## src/rtl/mips_pkg.sv

```systemverilog
// Shared MIPS32 pipeline definitions for the EX and MEM stages.
//   - data path width and opcode field position
//   - load/store opcodes and the branch-class mask
//   - mem_state_t, the MEM-stage access FSM state type
package mips_pkg;

    localparam int XLEN   = 32;
    localparam int OPC_HI = 31;
    localparam int OPC_LO = 26;

    localparam logic [5:0] OP_LW = 6'b100000;
    localparam logic [5:0] OP_SW = 6'b100001;

    // Branches are opcode[5:2] == 4'b1101. MEM treats them as non-memory ops.
    localparam logic [5:0] BR_CLASS_MASK = 6'b111100;
    localparam logic [5:0] BR_CLASS_VAL  = 6'b110100;

    typedef enum logic {
        IDLE   = 1'b0,
        ACCESS = 1'b1
    } mem_state_t;

    function automatic logic is_mem_op(input logic [5:0] op);
        return (op == OP_LW) || (op == OP_SW);
    endfunction

endpackage

```

## src/rtl/mem_stage_if.sv

```systemverilog
// Data-memory request/response port of the MEM stage.
//   master: drives dmem_req/we/addr/wdata and samples dmem_ready/rdata (MEM stage)
//   slave : the data memory
interface mem_stage_if #(
    parameter int AW = 32
);
    logic          dmem_req;
    logic          dmem_we;
    logic [AW-1:0] dmem_addr;
    logic [31:0]   dmem_wdata;
    logic          dmem_ready;
    logic [31:0]   dmem_rdata;

    modport master (
        output dmem_req, dmem_we, dmem_addr, dmem_wdata,
        input  dmem_ready, dmem_rdata
    );

    modport slave (
        input  dmem_req, dmem_we, dmem_addr, dmem_wdata,
        output dmem_ready, dmem_rdata
    );
endinterface

```

## src/rtl/mem_req_fsm.sv

```systemverilog
// Data-memory access sequencer of the MEM stage.
// Owns the access state, dmem_req and the address/wdata/we holding registers,
// so the request stays constant for the whole access.
//   start        : launch an access (only honoured in IDLE)
//   start_*      : address, write enable and write data to hold
//   dmem_ready   : memory handshake
//   busy         : state == ACCESS (drives the EX stall)
//   done         : access completes at the coming edge
//   req/we/addr/wdata : request presented to memory
//
// state  | meaning
// IDLE   | no access outstanding, ready to accept from EX
// ACCESS | request held on the port until dmem_ready
module mem_req_fsm
    import mips_pkg::*;
#(
    parameter int AW = 32
) (
    input  logic          clk,
    input  logic          rst,
    input  logic          start,
    input  logic [AW-1:0] start_addr,
    input  logic          start_we,
    input  logic [31:0]   start_wdata,
    input  logic          dmem_ready,
    output logic          busy,
    output logic          done,
    output logic          req,
    output logic          we,
    output logic [AW-1:0] addr,
    output logic [31:0]   wdata
);

    mem_state_t    state_q, state_d;
    logic [AW-1:0] addr_q, addr_d;
    logic          we_q, we_d;
    logic [31:0]   wdata_q, wdata_d;

    always_ff @(posedge clk or posedge rst) begin
        if (rst) begin
            state_q <= IDLE;
            addr_q  <= '0;
            we_q    <= 1'b0;
            wdata_q <= '0;
        end else begin
            state_q <= state_d;
            addr_q  <= addr_d;
            we_q    <= we_d;
            wdata_q <= wdata_d;
        end
    end

    always_comb begin
        state_d = state_q;
        addr_d  = addr_q;
        we_d    = we_q;
        wdata_d = wdata_q;
        case (state_q)
            IDLE: begin
                if (start) begin
                    state_d = ACCESS;
                    addr_d  = start_addr;
                    we_d    = start_we;
                    wdata_d = start_wdata;
                end
            end
            ACCESS: begin
                if (dmem_ready) state_d = IDLE;
            end
            default: state_d = IDLE;
        endcase
    end

    // req is decoded straight from the state flop so a reset drops it at once.
    assign busy  = (state_q == ACCESS);
    assign req   = busy;
    assign done  = busy && dmem_ready;
    assign we    = we_q;
    assign addr  = addr_q;
    assign wdata = wdata_q;

endmodule

```

## src/rtl/mem_stage.sv

```systemverilog
// MIPS32 memory-access pipeline stage (between EX and WB).
// Decodes LW/SW, runs word accesses through mem_req_fsm, stalls EX while an
// access is outstanding and hands every instruction to WB as a one-cycle
// valid_mem pulse with its WB register set.
//   clk, rst        : clock, async active-high reset
//   valid_ex, ALU_out, B_ex, IR_ex, NPC_ex : instruction from EX
//   stall_o         : EX must hold
//   dmem            : data-memory port (master side)
//   valid_mem, LMD_mem, ALU_out_mem, IR_mem, NPC_mem, misalign_mem : to WB
// Build option MEM_STAGE_ALIGN_CHECK_EN: a misaligned LW/SW skips memory and
// retires at once with misalign_mem=1. Without it the low address bits are
// dropped and misalign_mem is tied 0.
module mem_stage
    import mips_pkg::*;
#(
    parameter int AW = 32
) (
    input  logic        clk,
    input  logic        rst,
    input  logic        valid_ex,
    input  logic [31:0] ALU_out,
    input  logic [31:0] B_ex,
    input  logic [31:0] IR_ex,
    input  logic [31:0] NPC_ex,
    output logic        stall_o,
    mem_stage_if.master dmem,
    output logic        valid_mem,
    output logic [31:0] LMD_mem,
    output logic [31:0] ALU_out_mem,
    output logic [31:0] IR_mem,
    output logic [31:0] NPC_mem,
    output logic        misalign_mem
);

    logic [5:0] opcode;
    logic       mem_op, misaligned, accept, start, retire_ex;
    logic       busy, done;

    logic [31:0] h_alu_q, h_alu_d, h_ir_q, h_ir_d, h_npc_q, h_npc_d;
    logic        valid_q, valid_d;
    logic [31:0] lmd_q, lmd_d, alu_q, alu_d, ir_q, ir_d, npc_q, npc_d;

    assign opcode = IR_ex[OPC_HI:OPC_LO];
    assign mem_op = is_mem_op(opcode);

`ifdef MEM_STAGE_ALIGN_CHECK_EN
    logic mis_q, mis_d;
    assign misaligned = mem_op && (ALU_out[1:0] != 2'b00);
`else
    assign misaligned = 1'b0;
`endif

    // EX is only accepted while no access is outstanding.
    assign accept    = valid_ex && !busy;
    assign start     = accept && mem_op && !misaligned;
    assign retire_ex = accept && !start;

    mem_req_fsm #(.AW(AW)) u_fsm (
        .clk         (clk),
        .rst         (rst),
        .start       (start),
        .start_addr  ({ALU_out[AW-1:2], 2'b00}),
        .start_we    (opcode == OP_SW),
        .start_wdata (B_ex),
        .dmem_ready  (dmem.dmem_ready),
        .busy        (busy),
        .done        (done),
        .req         (dmem.dmem_req),
        .we          (dmem.dmem_we),
        .addr        (dmem.dmem_addr),
        .wdata       (dmem.dmem_wdata)
    );

    always_ff @(posedge clk or posedge rst) begin
        if (rst) begin
            h_alu_q <= '0;
            h_ir_q  <= '0;
            h_npc_q <= '0;
            valid_q <= 1'b0;
            lmd_q   <= '0;
            alu_q   <= '0;
            ir_q    <= '0;
            npc_q   <= '0;
`ifdef MEM_STAGE_ALIGN_CHECK_EN
            mis_q   <= 1'b0;
`endif
        end else begin
            h_alu_q <= h_alu_d;
            h_ir_q  <= h_ir_d;
            h_npc_q <= h_npc_d;
            valid_q <= valid_d;
            lmd_q   <= lmd_d;
            alu_q   <= alu_d;
            ir_q    <= ir_d;
            npc_q   <= npc_d;
`ifdef MEM_STAGE_ALIGN_CHECK_EN
            mis_q   <= mis_d;
`endif
        end
    end

    always_comb begin
        h_alu_d = h_alu_q;
        h_ir_d  = h_ir_q;
        h_npc_d = h_npc_q;
        valid_d = 1'b0;
        lmd_d   = lmd_q;
        alu_d   = alu_q;
        ir_d    = ir_q;
        npc_d   = npc_q;
`ifdef MEM_STAGE_ALIGN_CHECK_EN
        mis_d   = mis_q;
`endif
        if (start) begin
            h_alu_d = ALU_out;
            h_ir_d  = IR_ex;
            h_npc_d = NPC_ex;
        end
        // start and done are exclusive: start needs !busy, done needs busy.
        if (retire_ex) begin
            valid_d = 1'b1;
            lmd_d   = '0;
            alu_d   = ALU_out;
            ir_d    = IR_ex;
            npc_d   = NPC_ex;
`ifdef MEM_STAGE_ALIGN_CHECK_EN
            mis_d   = misaligned;
`endif
        end else if (done) begin
            valid_d = 1'b1;
            lmd_d   = (h_ir_q[OPC_HI:OPC_LO] == OP_LW) ? dmem.dmem_rdata : '0;
            alu_d   = h_alu_q;
            ir_d    = h_ir_q;
            npc_d   = h_npc_q;
`ifdef MEM_STAGE_ALIGN_CHECK_EN
            mis_d   = 1'b0;
`endif
        end
    end

    assign stall_o     = busy;
    assign valid_mem   = valid_q;
    assign LMD_mem     = lmd_q;
    assign ALU_out_mem = alu_q;
    assign IR_mem      = ir_q;
    assign NPC_mem     = npc_q;
`ifdef MEM_STAGE_ALIGN_CHECK_EN
    assign misalign_mem = mis_q;
`else
    assign misalign_mem = 1'b0;
`endif

endmodule

```

## src/flat_wrapper.sv

```systemverilog
// flat-port wrapper written by rule: the top's interface ports become plain ports
module mem_stage_flat import mips_pkg::*;
#(
    parameter int AW = 32
)
  (clk, rst, valid_ex, ALU_out, B_ex, IR_ex, NPC_ex, stall_o, valid_mem, LMD_mem, ALU_out_mem, IR_mem, NPC_mem, misalign_mem, dmem_dmem_req, dmem_dmem_we, dmem_dmem_addr, dmem_dmem_wdata, dmem_dmem_ready, dmem_dmem_rdata);
  mem_stage_if #(.AW(AW)) dmem_i ();
  input  logic clk;
  input  logic rst;
  input  logic valid_ex;
  input  logic [31:0] ALU_out;
  input  logic [31:0] B_ex;
  input  logic [31:0] IR_ex;
  input  logic [31:0] NPC_ex;
  output logic stall_o;
  output logic valid_mem;
  output logic [31:0] LMD_mem;
  output logic [31:0] ALU_out_mem;
  output logic [31:0] IR_mem;
  output logic [31:0] NPC_mem;
  output logic misalign_mem;
  output wire logic [$bits(dmem_i.dmem_req)-1:0] dmem_dmem_req;
  output wire logic [$bits(dmem_i.dmem_we)-1:0] dmem_dmem_we;
  output wire logic [$bits(dmem_i.dmem_addr)-1:0] dmem_dmem_addr;
  output wire logic [$bits(dmem_i.dmem_wdata)-1:0] dmem_dmem_wdata;
  input wire logic [$bits(dmem_i.dmem_ready)-1:0] dmem_dmem_ready;
  input wire logic [$bits(dmem_i.dmem_rdata)-1:0] dmem_dmem_rdata;
  assign dmem_dmem_req = dmem_i.dmem_req;
  assign dmem_dmem_we = dmem_i.dmem_we;
  assign dmem_dmem_addr = dmem_i.dmem_addr;
  assign dmem_dmem_wdata = dmem_i.dmem_wdata;
  assign dmem_i.dmem_ready = dmem_dmem_ready;
  assign dmem_i.dmem_rdata = dmem_dmem_rdata;
  mem_stage #(.AW(AW)) u_core (.clk(clk), .rst(rst), .valid_ex(valid_ex), .ALU_out(ALU_out), .B_ex(B_ex), .IR_ex(IR_ex), .NPC_ex(NPC_ex), .stall_o(stall_o), .dmem(dmem_i), .valid_mem(valid_mem), .LMD_mem(LMD_mem), .ALU_out_mem(ALU_out_mem), .IR_mem(IR_mem), .NPC_mem(NPC_mem), .misalign_mem(misalign_mem));
endmodule
```

## config.mk

```make
export PLATFORM = sky130hd
export DESIGN_NAME = mem_stage_flat
export DESIGN_NICKNAME = d
export VERILOG_FILES = /design/src/rtl/mips_pkg.sv /design/src/rtl/mem_stage_if.sv /design/src/rtl/mem_req_fsm.sv /design/src/rtl/mem_stage.sv /design/src/flat_wrapper.sv
export SDC_FILE = /design/constraint.sdc
export NUM_CORES = 1
export LEC_CHECK = 0
export CORE_MARGIN = 3
export CORE_UTILIZATION = 51
export DETAILED_ROUTE_END_ITERATION = 8
export PLACE_DENSITY = 0.86
export SLEW_MARGIN = 15
export SYNTH_ARGS = -nofsm -noshare
export SYNTH_HDL_FRONTEND = slang
export SYNTH_SLANG_ARGS = --single-unit
```

## constraint.sdc

```tcl
create_clock -name clk -period 13 [get_ports clk]
set_input_delay 1.3 -clock clk [delete_from_list [all_inputs] [get_ports clk]]
set_output_delay 1.3 -clock clk [all_outputs]
set_load 0.02 [all_outputs]
```

==> impl_results.html, run 1 <==
<table>
<tr><th>Metric</th><th>Value</th></tr>
<tr><th colspan="2">Clock tree</th></tr>
<tr><td>Total setup buffers inserted after CTS</td><td>0</td></tr>
<tr><td>Clock Tree Buf Depth</td><td>3</td></tr>
<tr><td>Hold bufs inserted after CTS</td><td>0</td></tr>
<tr><td>Clock root cell</td><td>clkbuf_16</td></tr>
<tr><td>CTS tree</td><td>yes</td></tr>
<tr><td>CTS H-Tree Depth</td><td>1</td></tr>
<tr><td>Reg clk slew, reported paths</td><td>0.06 ns</td></tr>
<tr><td>Sink count of the clock tree</td><td>289</td></tr>
<tr><td>Clock latency on the worst-skew pair</td><td>0.54 ns</td></tr>
<tr><td>Gates resized, CTS repair</td><td>0</td></tr>
<tr><td>Clock buffers created by TritonCTS</td><td>30</td></tr>
<tr><th colspan="2">STA</th></tr>
<tr><td>Least setup slack across all paths after layout</td><td>9.06 ns</td></tr>
<tr><td>Pin slew with the least headroom to its limit</td><td>0.974 ns</td></tr>
<tr><td>Final hold viol count</td><td>0</td></tr>
<tr><td>Final slew viol count</td><td>0</td></tr>
<tr><td>Setup tns final</td><td>0 ns</td></tr>
<tr><td>Clock Skew</td><td>0.00761 ns</td></tr>
<tr><td>Min Tclk post-route</td><td>3.94 ns</td></tr>
<tr><td>RSZ-0062 raised after global routing</td><td>false</td></tr>
<tr><td>Max Clock Freq</td><td>0.254 GHz</td></tr>
<tr><td>Max-slew headroom at the worst pin</td><td>0.351</td></tr>
<tr><td>Final Setup Violations</td><td>0</td></tr>
<tr><td>Period Utilization, post-route</td><td>0.303</td></tr>
<tr><th colspan="2">Routing</th></tr>
<tr><td>Count of antenna-violating nets left after detailed routing</td><td>0</td></tr>
<tr><td>Number of iterations in the first detailed-routing pass</td><td>4</td></tr>
<tr><td>Routed vias</td><td>7,454</td></tr>
<tr><td>1st-iter DRT viols</td><td>308</td></tr>
<tr><td>Final routed wirelength across all metal layers</td><td>27,300 microns</td></tr>
<tr><td>DR WL/cell</td><td>19.6 microns</td></tr>
<tr><td>Detail-routed via count per cell</td><td>5.34</td></tr>
<tr><td>Total DRC errors in the routed layout</td><td>0</td></tr>
<tr><th colspan="2">Power</th></tr>
<tr><td>Power per Cell Area</td><td>150 nW/um^2</td></tr>
<tr><td>Leak</td><td>7.29 nW</td></tr>
<tr><td>Total power</td><td>2.50 mW</td></tr>
<tr><td>Maximum VDD drop</td><td>0.000126 V</td></tr>
<tr><th colspan="2">Global route</th></tr>
<tr><td>GRT Resource Usage Total</td><td>0.213</td></tr>
<tr><td>Number of antenna violations at the first check in global routing</td><td>0</td></tr>
<tr><td>Wire length of the first global-routing pass</td><td>42,800 microns</td></tr>
<tr><td>Number of global-route vias before repair</td><td>8,071</td></tr>
<tr><td>Overflow left after global routing</td><td>0</td></tr>
<tr><td>Largest net degree at the start of global routing</td><td>143</td></tr>
<tr><th colspan="2">Synth</th></tr>
<tr><td>#FFs+latches synth</td><td>289</td></tr>
<tr><td>Proportion of netlist area held by the largest area contributor</td><td>0.610</td></tr>
<tr><td>Top cells by area, synth</td><td>dfrtp_1 61%, mux2_2 22%, mux2_1 10%, a32o_1 2.7%, buf_2 1.4%</td></tr>
<tr><td>Prevailing post-synth register cell</td><td>dfrtp_1</td></tr>
<tr><td>Async set-or-reset flop fraction in the synthesized netlist</td><td>1.00</td></tr>
<tr><td>Average cell area after synthesis</td><td>15.9 sq um</td></tr>
<tr><td>Yosys Warn Count</td><td>0</td></tr>
<tr><td>Sequential area share after synthesis</td><td>0.610</td></tr>
<tr><td>Synthesized instance count</td><td>744</td></tr>
<tr><td>Number of distinct library cell variants in the gate-level netlist after synthesis</td><td>24</td></tr>
<tr><td>Mapped Area</td><td>11,900 sq um</td></tr>
<tr><td>Leading area contributor after synthesis</td><td>dfrtp_1</td></tr>
<tr><td>Number of flops mapped to enable cells by yosys</td><td>0</td></tr>
<tr><th colspan="2">Critical path</th></tr>
<tr><td>R2R Setup Slk</td><td>9.79 ns</td></tr>
<tr><td>Required arrival time at the worst endpoint</td><td>13.42 ns</td></tr>
<tr><td>Critical R2R Capture</td><td>u_core.h_npc_q[16]</td></tr>
<tr><td>Category of the worst setup path launch point</td><td>primary input</td></tr>
<tr><td>Slowest-stage cell, CP</td><td>buf_4</td></tr>
<tr><td>Cell repeated most along the worst path</td><td>buf_4</td></tr>
<tr><td>Worst reg2reg startpoint</td><td>u_core.u_fsm.busy</td></tr>
<tr><td>Kind of capture point of the worst setup path</td><td>flip-flop</td></tr>
<tr><td>Type of the worst setup path</td><td>primary input to flip-flop</td></tr>
<tr><td>Crit path max fanout</td><td>71</td></tr>
<tr><td>Worst EP arrival</td><td>4.36 ns</td></tr>
<tr><td>Length in cells of the worst reg-to-reg path</td><td>5</td></tr>
<tr><td>Critical path, cell by cell</td><td>clkdlybuf4s50_1 &gt; nor3b_2 &gt; nand3_4 &gt; buf_4 &gt; buf_4 &gt; mux2_2</td></tr>
<tr><td>Delay contributed by the slowest stage of the critical path</td><td>0.81 ns</td></tr>
<tr><th colspan="2">Layout</th></tr>
<tr><td>Number of nets in the final layout</td><td>1,253</td></tr>
<tr><td>Post-Route Utilization</td><td>0.731</td></tr>
<tr><td>Area growth from synthesis to layout</td><td>40.1%</td></tr>
<tr><td>Multi-input logic area</td><td>4360 sq um</td></tr>
<tr><td>Sequential standard cell area</td><td>7230 sq um</td></tr>
<tr><td>Diode count</td><td>0</td></tr>
<tr><td>Layout fillers</td><td>1,445</td></tr>
<tr><td>Final instance count without filler cells</td><td>1,397</td></tr>
<tr><td>Fraction of final layout cells sized beyond drive strength 1</td><td>0.258</td></tr>
<tr><th colspan="2">Placement</th></tr>
<tr><td>Buffers on Ports</td><td>357</td></tr>
<tr><td>Post-placement setup slack</td><td>8.51 ns</td></tr>
<tr><td>Post-DP HPWL</td><td>18,500 microns</td></tr>
<tr><td>Placer Congestion</td><td>0.775</td></tr>
<tr><td>Cell Count Post-Placement</td><td>1,342</td></tr>
<tr><th colspan="2">Floorplanning</th></tr>
<tr><td>Floorplan core area</td><td>22,700 sq um</td></tr>
<tr><td>DIE HEIGHT</td><td>158 microns</td></tr>
<tr><td>Starting Density</td><td>0.522</td></tr>
<tr><td>Die footprint</td><td>25,100 sq um</td></tr>
<tr><td>Total I/O pin count</td><td>361</td></tr>
<tr><td>Die width</td><td>158 microns</td></tr>
<tr><td>Row count</td><td>55</td></tr>
<tr><th colspan="2">Min path</th></tr>
<tr><td>Hold WC Path Type</td><td>flip-flop to flip-flop</td></tr>
<tr><td>Destination of the worst hold path</td><td>u_core.h_npc_q[28]</td></tr>
<tr><td>Min-Delay Path Depth</td><td>1</td></tr>
<tr><td>Hold Crit Start</td><td>u_core.h_npc_q[28]</td></tr>
<tr><th colspan="2">Run status</th></tr>
<tr><td>Status</td><td>completed</td></tr>
<tr><th colspan="2">Flow run</th></tr>
<tr><td>Max-Cap Viols</td><td>0</td></tr>
</table>
## worst max-delay path: cells and delay by family
kind | cells | cell delay, ns
buffers and inverters | 3 | 1.86
AND/OR/NAND/NOR | 2 | 0.64
multiplexers | 1 | 0.42
## cell families (layout without fill, tap and decap cells)
| group | Yosys count | count (layout) | synth area share |
|---|---|---|---|
| other | 1 | 3 | 0.000316 |
| AO/OA/AOI/OAI | 41 | 41 | 0.0317 |
| buffers and inverters | 55 | 421 | 0.0258 |
| flip-flops | 289 | 289 | 0.610 |
| multiplexers | 340 | 340 | 0.323 |
| AND/OR/NAND/NOR | 18 | 18 | 0.00919 |
## power by group
part	internal, mW	leakage, nW	switching (mW)	total, mW
Clock	0.533	0.491	0.341	0.874
Sequential	1.03	3.64	0.0669	1.10
Combinational	0.293	3.15	0.231	0.525
## placed cells by master (no fill, tap or decap), drive strengths merged
cell type,instances
nor3b,1
clkinv,5
o21ai,4
clkinvlp,3
a32o,32
bufinv,4
nor4,1
buf,7
nor4bb,1
and2,4
clkdlybuf4s50,357
nand2b,2
dfrtp,289
a32oi,2
conb,3
nor2,2
nand2,5
nor2b,1
nand3,1
a21o,1
a21oi,2
mux2i,2
mux2,338
inv,2
clkbuf,43
## sequential cells by signal, summed over array words and instances (netlist names)
| signal | cells |
|---|---|
| u_core.ALU_out_mem | 32 |
| u_core.IR_mem | 32 |
| u_core.LMD_mem | 32 |
| u_core.NPC_mem | 32 |
| u_core.h_alu_q | 32 |
| u_core.h_ir_q | 32 |
| u_core.h_npc_q | 32 |
| u_core.u_fsm.addr | 30 |
| u_core.u_fsm.busy | 1 |
| u_core.u_fsm.wdata | 32 |
| u_core.u_fsm.we | 1 |
| u_core.valid_mem | 1 |
## cell usage after synthesis (2+ instances only)
master / n
dfrtp_1: 289
mux2_2: 228
mux2_1: 110
buf_2: 34
a32o_1: 32
buf_4: 13
clkbuf_1: 5
nand2_1: 5
and2_1: 4
o21ai_0: 4
a21oi_1: 2
a32oi_1: 2
inv_1: 2
mux2i_1: 2
nand2b_1: 2
nor2_1: 2
## worst max path at each step
stage / start / endpoint / slack (ns) / cells past startpoint
2_1_floorplan: rst / u_core.ALU_out_mem[0] / 3.72 / 1
5_1_grt: IR_ex[28] / u_core.h_npc_q[16] / 8.90 / 6
6_report: IR_ex[31] / u_core.h_npc_q[16] / 9.06 / 6
3_3_place_gp: IR_ex[31] / u_core.h_npc_q[4] / 8.48 / 6
4_1_cts: IR_ex[31] / u_core.h_npc_q[9] / 9.08 / 6
3_5_place_dp: IR_ex[31] / u_core.h_npc_q[16] / 8.51 / 6
## stage by stage
step	hold slack [ns]	area [sq um]
6_report	0.489	16600
5_1_grt	0.504	16600
4_1_cts	0.494	16600
3_5_place_dp	0.480	15600
3_3_place_gp	0.474	15600
2_1_floorplan	0.448	11900
## metal layers
metal	part of all wire	track usage	vias up
met1	0.37	0.246	3722
met5	0	0	-
met2	0.52	0.378	266
li1	-	-	3397
met3	0.069	0.0571	69
met4	0.042	0.0836	0
## area by class of cell
| class | count | area share |
|---|---|---|
| clock buffers | 43 | 0.0512 |
| clock inverters | 12 | 0.0101 |
| inverters | 2 | 0.000904 |
| multi-input cells | 402 | 0.262 |
| flip-flops and latches | 289 | 0.435 |
| well taps | 285 | 0.0215 |
| repair buffers | 364 | 0.218 |
Power figures use the tool's default switching activity.
==> run 2: changes to the inputs <==
- CORE_UTILIZATION: 51 -> 43
- PLACE_DENSITY: 0.86 -> 0.77
- clock period: 13 -> 3.35 ns (I/O delays scaled with it)
==> run 2 against run 1 <==
  * Clock-buffer cell count rose by 7
  * Critical path depth fell by 2
  * Clock power rose to 3.8 times the previous value
  * Non-clock buffer count rose by 15
  * Design area rose by 1.9%
  * Global-route usage fell by 3.0 points
  * Worst hold slack got worse by 0.21 ns
  * Sequential power rose to 3.9 times the previous value
  * Register-to-register slack got worse by 8.7 ns
  * Die area rose by 18%
  * Sequential share of layout area fell by 0.82 points
  * Largest cell class unchanged
==> impl_results.html, run 2 (synthesis gave the netlist of run 1 again) <==
<table>
<tr><th>Metric</th><th>Value</th></tr>
<tr><th colspan="2">Clock tree</th></tr>
<tr><td>Total setup buffers inserted after CTS</td><td>0</td></tr>
<tr><td>Sink count of the clock tree</td><td>289</td></tr>
<tr><td>Reg clk slew, reported paths</td><td>0.06 ns</td></tr>
<tr><td>Clock Tree Buf Depth</td><td>3</td></tr>
<tr><td>Clock latency on the worst-skew pair</td><td>0.54 ns</td></tr>
<tr><td>Clock root cell</td><td>clkbuf_16</td></tr>
<tr><td>Hold bufs inserted after CTS</td><td>0</td></tr>
<tr><td>Clock buffers created by TritonCTS</td><td>31</td></tr>
<tr><td>CTS tree</td><td>yes</td></tr>
<tr><td>CTS H-Tree Depth</td><td>1</td></tr>
<tr><td>Gates resized, CTS repair</td><td>0</td></tr>
<tr><th colspan="2">Critical path</th></tr>
<tr><td>Worst reg2reg startpoint</td><td>u_core.u_fsm.busy</td></tr>
<tr><td>Category of the worst setup path launch point</td><td>flip-flop</td></tr>
<tr><td>Kind of capture point of the worst setup path</td><td>flip-flop</td></tr>
<tr><td>Type of the worst setup path</td><td>flip-flop to flip-flop</td></tr>
<tr><td>Setup crit start</td><td>u_core.u_fsm.busy</td></tr>
<tr><td>Required arrival time at the worst endpoint</td><td>3.76 ns</td></tr>
<tr><td>Worst EP arrival</td><td>2.65 ns</td></tr>
<tr><td>Crit path max fanout</td><td>32</td></tr>
<tr><th colspan="2">STA</th></tr>
<tr><td>Min Tclk post-route</td><td>2.24 ns</td></tr>
<tr><td>Pin slew with the least headroom to its limit</td><td>0.777 ns</td></tr>
<tr><td>Period Utilization, post-route</td><td>0.668</td></tr>
<tr><td>Final hold viol count</td><td>0</td></tr>
<tr><td>Final Setup Violations</td><td>0</td></tr>
<tr><td>RSZ-0062 raised after global routing</td><td>false</td></tr>
<tr><td>Clock Skew</td><td>0.0162 ns</td></tr>
<tr><td>Hold_ws</td><td>0.281 ns</td></tr>
<tr><td>Max-slew headroom at the worst pin</td><td>0.481</td></tr>
<tr><td>Final slew viol count</td><td>0</td></tr>
<tr><td>Least setup slack across all paths after layout</td><td>1.11 ns</td></tr>
<tr><td>Max Clock Freq</td><td>0.447 GHz</td></tr>
<tr><th colspan="2">Placement</th></tr>
<tr><td>Post-DP HPWL</td><td>19,200 microns</td></tr>
<tr><td>Post-placement setup slack</td><td>0.752 ns</td></tr>
<tr><td>Placer Congestion</td><td>0.773</td></tr>
<tr><td>Cell Count Post-Placement</td><td>1,413</td></tr>
<tr><td>Buffers on Ports</td><td>357</td></tr>
<tr><th colspan="2">Power</th></tr>
<tr><td>Maximum VDD drop</td><td>0.000482 V</td></tr>
<tr><td>Power per Cell Area</td><td>569 nW/um^2</td></tr>
<tr><td>Total power</td><td>9.63 mW</td></tr>
<tr><td>Leak</td><td>7.43 nW</td></tr>
<tr><th colspan="2">Global route</th></tr>
<tr><td>Number of global-route vias before repair</td><td>8,087</td></tr>
<tr><td>Wire length of the first global-routing pass</td><td>43,500 microns</td></tr>
<tr><td>Overflow left after global routing</td><td>0</td></tr>
<tr><td>GRT Resource Usage Total</td><td>0.183</td></tr>
<tr><td>Number of antenna violations at the first check in global routing</td><td>1</td></tr>
<tr><td>Largest net degree at the start of global routing</td><td>59</td></tr>
<tr><th colspan="2">Routing</th></tr>
<tr><td>1st-iter DRT viols</td><td>314</td></tr>
<tr><td>Number of iterations in the first detailed-routing pass</td><td>4</td></tr>
<tr><td>Count of antenna-violating nets left after detailed routing</td><td>0</td></tr>
<tr><td>Detail-routed via count per cell</td><td>5.08</td></tr>
<tr><td>DR WL/cell</td><td>18.6 microns</td></tr>
<tr><td>Routed vias</td><td>7,469</td></tr>
<tr><td>Total DRC errors in the routed layout</td><td>0</td></tr>
<tr><td>Final routed wirelength across all metal layers</td><td>27,400 microns</td></tr>
<tr><th colspan="2">Layout</th></tr>
<tr><td>Most common library cell in the layout ignoring fill and taps</td><td>clkdlybuf4s50_1</td></tr>
<tr><td>Number of nets in the final layout</td><td>1,269</td></tr>
<tr><td>Fraction of final layout cells sized beyond drive strength 1</td><td>0.272</td></tr>
<tr><td>Multi-input logic area</td><td>4360 sq um</td></tr>
<tr><td>Sequential standard cell area</td><td>7230 sq um</td></tr>
<tr><td>Post-Route Utilization</td><td>0.626</td></tr>
<tr><td>Final instance count without filler cells</td><td>1,471</td></tr>
<tr><td>Area growth from synthesis to layout</td><td>42.8%</td></tr>
<tr><td>Highest-count cells in the layout ignoring fill and taps</td><td>357 x clkdlybuf4s50_1, 289 x dfrtp_1, 228 x mux2_2</td></tr>
<tr><td>Layout fillers</td><td>2,042</td></tr>
<tr><th colspan="2">Floorplanning</th></tr>
<tr><td>Floorplan core area</td><td>27,000 sq um</td></tr>
<tr><td>Total I/O pin count</td><td>361</td></tr>
<tr><td>DIE HEIGHT</td><td>172 microns</td></tr>
<tr><td>Row count</td><td>60</td></tr>
<tr><td>Die width</td><td>172 microns</td></tr>
<tr><td>Die footprint</td><td>29,600 sq um</td></tr>
<tr><td>Starting Density</td><td>0.439</td></tr>
<tr><th colspan="2">Min path</th></tr>
<tr><td>Hold WC Path Type</td><td>primary input to asynchronous set/reset pin</td></tr>
<tr><th colspan="2">Flow run</th></tr>
<tr><td>Max-Cap Viols</td><td>0</td></tr>
<tr><th colspan="2">Run status</th></tr>
<tr><td>Status</td><td>completed</td></tr>
</table>
[run 2: cell types whose count changed in the layout (fill, tap and decap cells not counted)]
cell	change
clkbuf_1	-3
bufinv_16	-4
buf_12	+11
inv_6	+2
diode_2	+1
buf_4	+4
inv_8	-1
clkbuf_8	+10
clkinvlp_4	-2
[run 2: report_power, final]
| part | internal [mW] | switching (mW) | leakage, nW |
|---|---|---|---|
| sequential | 4.01 | 0.249 | 3.64 |
| clock | 1.98 | 1.34 | 0.511 |
| combinational | 1.16 | 0.891 | 3.27 |
| total | 7.15 | 2.48 | 7.43 |
[run 2: cell type report]
class / instances / area share
Sequential cell: 289 / 0.427
Multi-Input combinational cell: 402 / 0.258
Timing Repair Buffer: 379 / 0.229
Clock buffer: 50 / 0.0577
Tap cell: 341 / 0.0252
Clock inverter: 7 / 0.00251
Inverter: 2 / 0.000665
Antenna cell: 1 / 0.000148
[run 2: layer usage]
metal	routed length, microns	GRT usage
met1	10900	0.225
met4	670	0.0496
met5	0	0
met2	13800	0.315
met3	2100	0.0551
[run 2: final timing paths]
kind	endpoint	slack (ns)	depth (start not counted)
max reg2reg	u_core.u_fsm.wdata[19]	1.11	4
min	u_core.LMD_mem[31]	0.28	2
max in group asynchronous	u_core.u_fsm.addr[3]	2.22	3
min reg2reg	u_core.u_fsm.wdata[26]	0.49	1
max	u_core.u_fsm.wdata[19]	1.11	4
min in group clk	u_core.u_fsm.wdata[0]	0.38	2
[run 2: critical path, cell delays in order (launching register included)]
cell     delay (ns)
dfrtp_1        0.48
nor2b_1        0.37
nand3_4        0.49
buf_4          0.40
mux2_1         0.34
[run 2: per-stage QoR]
stage | TNS (ns) | cell area, sq um
floorplan | -236.46 | 11900
global placement | 0 | 15900
detailed placement | 0 | 15900
CTS | 0 | 16900
global route | 0 | 16900
finish | 0 | 16900
==> run 3: changes to the inputs <==
- CORE_UTILIZATION: 43 -> 47
- PLACE_DENSITY: 0.77 -> 0.8
- clock period: 3.35 -> 2.2 ns (I/O delays scaled with it)
==> run 3 against run 2 <==
  * Combinational power up 54%
  * Sequential power up 53%
  * First-iteration DRC count up 6.7%
  * Routed wire length up 3.3%
  * Clock skew down 0.0048 ns
  * Setup slack worse by 0.86 ns
  * Final cell count down 0.75%
  * Die area down 8.2%
  * Sequential share of layout area down 0.14 points
  * Register-to-register slack worse by 0.73 ns
  * Worst hold slack worse by 0.19 ns
  * Non-clock buffer count up 8
  * Largest cell class unchanged
==> impl_results.html, run 3 (synthesis gave the netlist of run 1 again) <==
<table>
<tr><th>Metric</th><th>Value</th></tr>
<tr><th colspan="2">Global route</th></tr>
<tr><td>Number of global-route vias before repair</td><td>8,130</td></tr>
<tr><td>Overflow left after global routing</td><td>0</td></tr>
<tr><td>Wire length of the first global-routing pass</td><td>44,100 microns</td></tr>
<tr><td>Largest net degree at the start of global routing</td><td>79</td></tr>
<tr><td>Number of antenna violations at the first check in global routing</td><td>0</td></tr>
<tr><td>GRT Resource Usage Total</td><td>0.204</td></tr>
<tr><th colspan="2">Layout</th></tr>
<tr><td>Highest-count cells in the layout ignoring fill and taps</td><td>357 x clkdlybuf4s50_1, 289 x dfrtp_1, 228 x mux2_2</td></tr>
<tr><td>Diode count</td><td>0</td></tr>
<tr><td>Area of all placed cells without fillers</td><td>17,000 sq um</td></tr>
<tr><td>Fraction of final layout cells sized beyond drive strength 1</td><td>0.278</td></tr>
<tr><td>Area growth from synthesis to layout</td><td>43.3%</td></tr>
<tr><td>Number of nets in the final layout</td><td>1,276</td></tr>
<tr><td>Sequential standard cell area</td><td>7230 sq um</td></tr>
<tr><td>Most common library cell in the layout ignoring fill and taps</td><td>clkdlybuf4s50_1</td></tr>
<tr><td>Multi-input logic area</td><td>4360 sq um</td></tr>
<tr><td>Post-Route Utilization</td><td>0.692</td></tr>
<tr><td>Layout fillers</td><td>1,746</td></tr>
<tr><th colspan="2">Clock tree</th></tr>
<tr><td>CTS tree</td><td>yes</td></tr>
<tr><td>CTS H-Tree Depth</td><td>1</td></tr>
<tr><td>Clock Tree Buf Depth</td><td>3</td></tr>
<tr><td>Reg clk slew, reported paths</td><td>0.06 ns</td></tr>
<tr><td>Clock buffers created by TritonCTS</td><td>30</td></tr>
<tr><td>Clock root cell</td><td>clkbuf_16</td></tr>
<tr><td>Sink count of the clock tree</td><td>289</td></tr>
<tr><td>Clock latency on the worst-skew pair</td><td>0.54 ns</td></tr>
<tr><td>Hold bufs inserted after CTS</td><td>0</td></tr>
<tr><td>Gates resized, CTS repair</td><td>0</td></tr>
<tr><td>Total setup buffers inserted after CTS</td><td>0</td></tr>
<tr><th colspan="2">Critical path</th></tr>
<tr><td>R2R Setup Slk</td><td>0.38 ns</td></tr>
<tr><td>Slowest-stage cell, CP</td><td>clkdlybuf4s50_1</td></tr>
<tr><td>CP top delay family</td><td>buffers and inverters</td></tr>
<tr><td>Delay contributed by the slowest stage of the critical path</td><td>0.67 ns</td></tr>
<tr><td>Worst EP arrival</td><td>1.72 ns</td></tr>
<tr><td>Kind of capture point of the worst setup path</td><td>output port</td></tr>
<tr><td>Type of the worst setup path</td><td>flip-flop to output port</td></tr>
<tr><td>Category of the worst setup path launch point</td><td>flip-flop</td></tr>
<tr><td>CP Buf/Inv Count</td><td>1</td></tr>
<tr><td>Worst reg2reg startpoint</td><td>u_core.u_fsm.busy</td></tr>
<tr><td>Setup crit start</td><td>u_core.u_fsm.busy</td></tr>
<tr><td>Crit path max fanout</td><td>8</td></tr>
<tr><td>Required arrival time at the worst endpoint</td><td>1.98 ns</td></tr>
<tr><td>Critical path, cell by cell</td><td>clkdlybuf4s50_1</td></tr>
<tr><th colspan="2">Routing</th></tr>
<tr><td>Total DRC errors in the routed layout</td><td>0</td></tr>
<tr><td>1st-iter DRT viols</td><td>335</td></tr>
<tr><td>Detail-routed via count per cell</td><td>5.13</td></tr>
<tr><td>Final routed wirelength across all metal layers</td><td>28,300 microns</td></tr>
<tr><td>Routed vias</td><td>7,497</td></tr>
<tr><td>Number of iterations in the first detailed-routing pass</td><td>4</td></tr>
<tr><td>DR WL/cell</td><td>19.4 microns</td></tr>
<tr><td>Count of antenna-violating nets left after detailed routing</td><td>0</td></tr>
<tr><th colspan="2">Min path</th></tr>
<tr><td>Hold WC Path Type</td><td>primary input to asynchronous set/reset pin</td></tr>
<tr><th colspan="2">STA</th></tr>
<tr><td>Period Utilization, post-route</td><td>0.884</td></tr>
<tr><td>Max Clock Freq</td><td>0.514 GHz</td></tr>
<tr><td>Hold_ws</td><td>0.0924 ns</td></tr>
<tr><td>Max-slew headroom at the worst pin</td><td>0.642</td></tr>
<tr><td>Least setup slack across all paths after layout</td><td>0.256 ns</td></tr>
<tr><td>Final slew viol count</td><td>0</td></tr>
<tr><td>Min Tclk post-route</td><td>1.94 ns</td></tr>
<tr><td>Pin slew with the least headroom to its limit</td><td>0.536 ns</td></tr>
<tr><td>Clock Skew</td><td>0.0115 ns</td></tr>
<tr><td>Final Setup Violations</td><td>0</td></tr>
<tr><td>RSZ-0062 raised after global routing</td><td>false</td></tr>
<tr><td>Final hold viol count</td><td>0</td></tr>
<tr><th colspan="2">Power</th></tr>
<tr><td>Reg power frac</td><td>0.438</td></tr>
<tr><td>Internal power</td><td>11.1 mW</td></tr>
<tr><td>Switching Fraction</td><td>0.255</td></tr>
<tr><td>Power share of the combinational group</td><td>0.212</td></tr>
<tr><td>Maximum VDD drop</td><td>0.000623 V</td></tr>
<tr><td>Total net switching power</td><td>3.78 mW</td></tr>
<tr><td>Power per Cell Area</td><td>874 nW/um^2</td></tr>
<tr><td>Clock network fraction of design power</td><td>0.350</td></tr>
<tr><td>Leak</td><td>7.48 nW</td></tr>
<tr><th colspan="2">Floorplanning</th></tr>
<tr><td>Die width</td><td>165 microns</td></tr>
<tr><td>Starting Density</td><td>0.483</td></tr>
<tr><td>Floorplan core area</td><td>24,500 sq um</td></tr>
<tr><td>Row count</td><td>57</td></tr>
<tr><td>Total I/O pin count</td><td>361</td></tr>
<tr><td>Die footprint</td><td>27,200 sq um</td></tr>
<tr><td>DIE HEIGHT</td><td>165 microns</td></tr>
<tr><th colspan="2">Flow run</th></tr>
<tr><td>Max-Cap Viols</td><td>0</td></tr>
<tr><th colspan="2">Run status</th></tr>
<tr><td>Status</td><td>completed</td></tr>
<tr><th colspan="2">Placement</th></tr>
<tr><td>Post-placement setup slack</td><td>0.165 ns</td></tr>
<tr><td>Standard cell area after detailed placement</td><td>15,900 sq um</td></tr>
<tr><td>Placer Congestion</td><td>0.752</td></tr>
<tr><td>Buffers on Ports</td><td>357</td></tr>
<tr><td>Post-DP HPWL</td><td>20,000 microns</td></tr>
</table>
[run 3: changes by cell type in the layout (fill, tap and decap cells not counted), moves of 2 or more]
cell	delta
clkbuf_1	-2
buf_4	+8
bufinv_16	+3
clkinv_2	+5
inv_6	-2
clkbuf_8	-5
[run 3: routing by layer]
| layer | routed length (microns) | track usage | vias to the layer above |
|---|---|---|---|
| li1 | - | - | 3435 |
| met1 | 11100 | 0.247 | 3786 |
| met2 | 14200 | 0.354 | 230 |
| met3 | 2070 | 0.0604 | 46 |
| met4 | 867 | 0.0625 | 0 |
| met5 | 0 | 0 | - |
[run 3: final cells by class]
type                    instances  area share
clock buffers                  43      0.0530
clock inverters                13     0.00825
inverters                       2    0.000663
multi-input cells             402       0.257
flip-flops and latches        289       0.426
well taps                     324      0.0239
repair buffers                387       0.232
[run 3: worst register-to-register path: stages, from the launching register on]
cell      delay (ns)
dfrtp_1         0.49
nand2b_1        0.24
a21o_4          0.27
buf_12          0.20
buf_4           0.23
a32o_1          0.28
[run 3: metrics by stage]
| stage | setup TNS (ns) | power [mW] | std cells |
|---|---|---|---|
| after global routing | 0 | 15.5 | 1460 |
| final | 0 | 14.8 | 1460 |
| after floorplan | -535.57 | 8.12 | 746 |
| after global placement | 0 | 9.66 | 1404 |
| after CTS | 0 | 15.0 | 1460 |
| after detailed placement | 0 | 9.76 | 1404 |
[run 3: final timing paths]
check	endpoint	cells past startpoint
worst max-delay path	dmem_dmem_req	1
worst min-delay path	u_core.h_ir_q[24]	2
worst max register to register	u_core.LMD_mem[30]	5
worst min register to register	u_core.u_fsm.wdata[5]	1
max in group asynchronous	u_core.h_alu_q[10]	3
min in group clk	u_core.u_fsm.wdata[10]	2
[run 3: power by group through the flow]
stage | registers (mW) | logic [mW] | clock network [mW]
global placement | 6.54 | 3.12 | 0
finish | 6.50 | 3.15 | 5.20
global route | 6.59 | 3.36 | 5.55
detailed placement | 6.59 | 3.18 | 0
CTS | 6.50 | 3.20 | 5.35
floorplan | 7.09 | 1.02 | 0
